### config.mk
export PLATFORM = sky130hd
export DESIGN_NAME = seq_divider_8x4
export DESIGN_NICKNAME = d
export VERILOG_FILES = /design/src/rtl/div_pkg.sv /design/src/rtl/div_step.sv /design/src/rtl/seq_divider_8x4.sv
export SDC_FILE = /design/constraint.sdc
export NUM_CORES = 1
export LEC_CHECK = 0
export ABC_AREA = 0
export BUFFER_PORTS_ARGS = -buffer_cell sky130_fd_sc_hd__buf_2
export CORE_MARGIN = 2
export CORE_UTILIZATION = 55
export DETAILED_ROUTE_END_ITERATION = 10
export MAX_ROUTING_LAYER = met4
export PLACE_DENSITY_LB_ADDON = 0.1
export SETUP_SLACK_MARGIN = 0.1
export SLEW_MARGIN = 20
export SYNTH_ARGS = -nofsm -noshare
export SYNTH_HDL_FRONTEND = slang
export SYNTH_HIERARCHICAL = 1
export SYNTH_SLANG_ARGS = --single-unit
### constraint.sdc
create_clock -name clk -period 3.8 [get_ports clk]
set_input_delay 0.19 -clock clk [delete_from_list [all_inputs] [get_ports clk]]
set_output_delay 0.19 -clock clk [all_outputs]
set_load 0.01 [all_outputs]
### src/rtl/div_pkg.sv
// Shared constants and types for the 8/4 sequential restoring divider.
// The FSM walks IDLE -> CALC (one quotient bit per clock) -> DONE.
package div_pkg;

  localparam int N_W   = 8;
  localparam int D_W   = 4;
  localparam int CNT_W = $clog2(N_W);

  localparam logic [N_W-1:0] DZ_QUOTIENT = 8'hFF;

  typedef enum logic [1:0] {
    IDLE = 2'd0,
    CALC = 2'd1,
    DONE = 2'd2
  } state_t;

endpackage

### src/rtl/div_step.sv
// One combinational restoring-division step: shift in the next dividend bit,
// trial-subtract the divisor, keep the difference when it does not go negative.
module div_step
  import div_pkg::*;
(
  input  logic [D_W-1:0] rem_i,
  input  logic           dvd_bit_i,
  input  logic [D_W-1:0] divisor_i,
  output logic [D_W-1:0] new_rem_o,
  output logic           q_bit_o
);

  logic [D_W:0]   trial;
  logic [D_W-1:0] diff;

  // rem_i < divisor_i holds on entry, so a successful difference is always
  // below the divisor and the low D_W bits of the subtraction are exact.
  always_comb begin
    trial     = {rem_i, dvd_bit_i};
    diff      = trial[D_W-1:0] - divisor_i;
    q_bit_o   = (trial >= {1'b0, divisor_i});
    new_rem_o = q_bit_o ? diff : trial[D_W-1:0];
  end

endmodule

### src/rtl/seq_divider_8x4.sv
// Sequential restoring divider, 8-bit dividend / 4-bit divisor, one quotient
// bit per clock behind valid/ready handshakes on both sides.
//
//   state | meaning
//   IDLE  | in_ready high, waiting to accept an operand pair
//   CALC  | one restoring step per clock, quotient bit cnt_q resolved each edge
//   DONE  | out_valid high, result held until out_ready
module seq_divider_8x4 #(
  parameter int N_W = 8,
  parameter int D_W = 4
) (
  input  logic           clk,
  input  logic           rst_n,
  input  logic           in_valid,
  output logic           in_ready,
  input  logic [N_W-1:0] dividend,
  input  logic [D_W-1:0] divisor,
  output logic           out_valid,
  input  logic           out_ready,
  output logic [N_W-1:0] quotient,
  output logic [D_W-1:0] remainder,
  output logic           div_by_zero
);

  import div_pkg::*;

  state_t                 state_q, state_d;
  logic [CNT_W-1:0]       cnt_q,   cnt_d;
  logic [N_W-1:0]         dvd_q,   dvd_d;
  logic [D_W-1:0]         dsr_q,   dsr_d;
  logic [D_W-1:0]         rem_q,   rem_d;
  logic [N_W-1:0]         quo_q,   quo_d;
  logic                   dz_q,    dz_d;

  logic [D_W-1:0]         step_rem;
  logic                   step_q_bit;

  div_step u_step (
    .rem_i     (rem_q),
    .dvd_bit_i (dvd_q[cnt_q]),
    .divisor_i (dsr_q),
    .new_rem_o (step_rem),
    .q_bit_o   (step_q_bit)
  );

  always_ff @(posedge clk or negedge rst_n) begin
    if (!rst_n) begin
      state_q <= IDLE;
      cnt_q   <= '0;
      dvd_q   <= '0;
      dsr_q   <= '0;
      rem_q   <= '0;
      quo_q   <= '0;
      dz_q    <= 1'b0;
    end else begin
      state_q <= state_d;
      cnt_q   <= cnt_d;
      dvd_q   <= dvd_d;
      dsr_q   <= dsr_d;
      rem_q   <= rem_d;
      quo_q   <= quo_d;
      dz_q    <= dz_d;
    end
  end

  always_comb begin
    state_d = state_q;
    cnt_d   = cnt_q;
    dvd_d   = dvd_q;
    dsr_d   = dsr_q;
    rem_d   = rem_q;
    quo_d   = quo_q;
    dz_d    = dz_q;

    case (state_q)
      IDLE: begin
        if (in_valid) begin
          dvd_d = dividend;
          dsr_d = divisor;
          rem_d = '0;
          if (divisor == '0) begin
            quo_d   = DZ_QUOTIENT;
            dz_d    = 1'b1;
            state_d = DONE;
          end else begin
            quo_d   = '0;
            dz_d    = 1'b0;
            cnt_d   = CNT_W'(N_W - 1);
            state_d = CALC;
          end
        end
      end

      CALC: begin
        quo_d[cnt_q] = step_q_bit;
        rem_d        = step_rem;
        if (cnt_q == '0) begin
          state_d = DONE;
        end else begin
          cnt_d = cnt_q - 1'b1;
        end
      end

      DONE: begin
        if (out_ready) begin
          state_d = IDLE;
        end
      end

      default: state_d = IDLE;
    endcase
  end

  always_comb begin
    in_ready  = (state_q == IDLE);
    out_valid = (state_q == DONE);
  end

  assign quotient    = quo_q;
  assign remainder   = rem_q;
  assign div_by_zero = dz_q;

endmodule

==> summary.txt <==
Drt
  – DRC Markers: 0
  – Routed WL per cell: around 14 microns
  – Via Count: 1460
  – Via density per instance: 5.57
  – Iter 0 DRT Violations: between 40 and 50
  – Drt total wl: ~3.7 mm
  – Antenna Nets Post-Route: 0
  – Drt pass-1 iters: 5

GRT
  – Largest net degree at the start of global routing: 31
  – All-Layer GR Usage: 0.231
  – Initial antenna violation count: 0
  – Total gr overflow: 0
  – First-pass GRT wire length: between 6 and 7 mm
  – Vias in the first global route: 1425

Synthesis
  – Synthesized cell area: roughly 1800 sq um
  – Yosys reg bits: 30
  – Async SR Flop Fraction: 1.00
  – Cell count after synthesis: 190
  – YS warnings: 6
  – Ys flop type: dfrtp_1
  – Synth Net Count: ~210
  – Post-Syn Area per Cell: 9.46 sq um
  – Register area share after synthesis: 0.418
  – Netlist cell types: 49
  – Post-synth EDFFs: 0

Floorplan
  – CORE AREA: about 3000 sq um
  – Initial Util: 0.584
  – Die Ht: ~61 microns
  – I/O pin cnt: 31
  – Die Wd: 61.2 microns
  – FP Rows: 20
  – Die area: around 3700 sq um

Critical path
  – CP Capture Type: flop
  – CP Data Required Time: 4020 ps
  – Startpoint types: flop
  – Max FO, Critical Path: 16
  – Crit path kind: flop to flop
  – R2R setup slack: between 500 and 600 ps
  – Arrival @ worst endpoint: around 3500 ps

STA
  – Period minus WS final: 3230 ps
  – F_max: approximately 310 MHz
  – Worst-Margin Slew: about 930 ps
  – Setup TNS: 0 ps
  – Post-Route Skew: around 6.3 ps
  – Fin crit share: 0.850
  – Setup violations, final: 0
  – Slew Viols, Final: 0
  – Slew headroom: 0.377
  – RSZ-0062 raised after global routing: false
  – Hold Vio Cnt, Final: 0

Finish
  – ANT cells: 0
  – Layout net count: 240
  – Share of cells above drive strength 1: 0.266
  – Commonest non-fill, non-tap cell in the layout: nand2_1
  – Fin util: 0.645
  – P&R area growth vs syn: 10.5%
  – Commonest non-fill, non-tap cells in the layout: nand2_1, dfrtp_1, buf_2

Clock network
  – CTS clk-pin slew, worst paths: around 100 ps
  – Post_cts resized: 0
  – Clk sinks: 30
  – Num CTS Buffers: 5
  – Latest clock arrival within the worst-skew pair: about 330 ps
  – Number of H-tree levels: 2
  – CTS Root Cell: clkbuf_4
  – Post-CTS Setup Inserts: 0
  – Clk buf depth: 2
  – CTS tree: done

Pwr
  – Pwr Density: 922 nW/um^2
  – P_leak: 0.987 nW
  – Worst vdd ir: ~0.38 mV

Status
  – Status: completed

Run
  – Max-Cap Viols: 0

Min path
  – Hold Crit Class: primary input to flop

Place
  – Placer Congestion: approximately 0.8
  – Port bufs: 30
  – DP HPWL: approximately 2.7 mm
## kinds of logic (layout without fill, tap and decap cells)
kind of cell             count (synthesis)  after routing  share of synthesized area
XOR/XNOR                                 2              2                    0.00975
flip-flops                              30             30                      0.418
AO/OA/AOI/OAI                           33             33                      0.137
buffers and inverters                   20             48                     0.0668
multiplexers                             8              8                     0.0501
adder cells (fa/ha/maj)                  7              7                     0.0529
AND/OR/NAND/NOR                         90             90                      0.265
## worst max-delay path, stage by stage, from the launching register on
cell and delay, ps:
dfrtp_1 660, mux2i_1 280, nor3_1 60, or4_1 510, inv_1 100, ha_1 250
nand4_1 120, nand2_2 90, nor2_4 180, inv_1 100, or4b_4 510, o21ai_1 160
a21oi_1 90
## metrics by stage
step | setup slack (ps) | total power (W) | cells | hold slack, ps | cell area, sq um
final | 568 | 0.00183 | 262 | 38.6 | 1990
after global routing | 367 | 0.00198 | 262 | 24.2 | 1990
after CTS | 582 | 0.00183 | 262 | 29.7 | 1990
after detailed placement | 604 | 0.00163 | 253 | 261 | 1920
after global placement | 794 | 0.00158 | 253 | 250 | 1920
after floorplan | 1060 | 0.00143 | 190 | -106 | 1800
## registers in the layout, summed over array words and instances (netlist names)
signal       count
quotient         8
div_by_zero      1
cnt_q            3
dvd_q            8
dsr_q            4
state_q          2
remainder        4
## report_power, final
| group | switching, W | total [W] | internal (W) |
|---|---|---|---|
| clock | 0.000113 | 0.000203 | 0.0000896 |
| combinational | 0.000557 | 0.00100 | 0.000447 |
| sequential | 0.000157 | 0.000625 | 0.000467 |
## what timing repair did
item                                    CTS  global route
hold endpoints to repair                 30             0
endpoints found under the setup margin    0             0
hold buffers                              1             0
## Yosys cell counts, types with 2 or more instances
master | n | area [sq um]
a211oi_1 | 2 | 15.0
a21oi_1 | 11 | 55.1
a221oi_1 | 2 | 17.5
a311oi_1 | 3 | 26.3
buf_2 | 3 | 15.0
buf_4 | 5 | 37.5
buf_6 | 3 | 33.8
dfrtp_1 | 30 | 751
ha_1 | 6 | 75.1
inv_1 | 9 | 33.8
mux2_2 | 3 | 33.8
mux2i_1 | 3 | 30.0
nand2_1 | 48 | 180
nand2b_1 | 6 | 37.5
nand3_1 | 6 | 30.0
nand3b_1 | 2 | 15.0
nor2_1 | 6 | 22.5
nor2b_1 | 3 | 18.8
nor3_1 | 3 | 15.0
o21ai_0 | 2 | 10.0
o21ai_1 | 2 | 10.0
o21ai_2 | 4 | 35.0
xnor2_1 | 2 | 17.5
## metal layers
layer  global-route usage  vias up  part of all wire
met4               0.0901        0             0.013
met5                    -        -                 0
met2                0.386       54              0.51
met1                0.262      693              0.42
met3               0.0630        8             0.049
li1                     -      705                 -
## layout make-up
cell class	count	area (sq um)
fillers	282	1090
multi-input cells	140	926
flip-flops and latches	30	751
repair buffers	31	160
clock buffers	7	55.1
well taps	44	55.1
inverters	9	33.8
clock inverters	1	5.00
## path summary, 6_finish.rpt
check | endpoint | from | cells after the start
max | quotient[4] | cnt_q[2] | 12
max reg2reg | quotient[4] | cnt_q[2] | 12
min reg2reg | dvd_q[0] | dvd_q[0] | 2
max in group asynchronous | div_by_zero | rst_n | 2
min in group asynchronous | remainder[2] | rst_n | 2
min | state_q[1] | out_ready | 2
(Power assumes the default switching activity.)
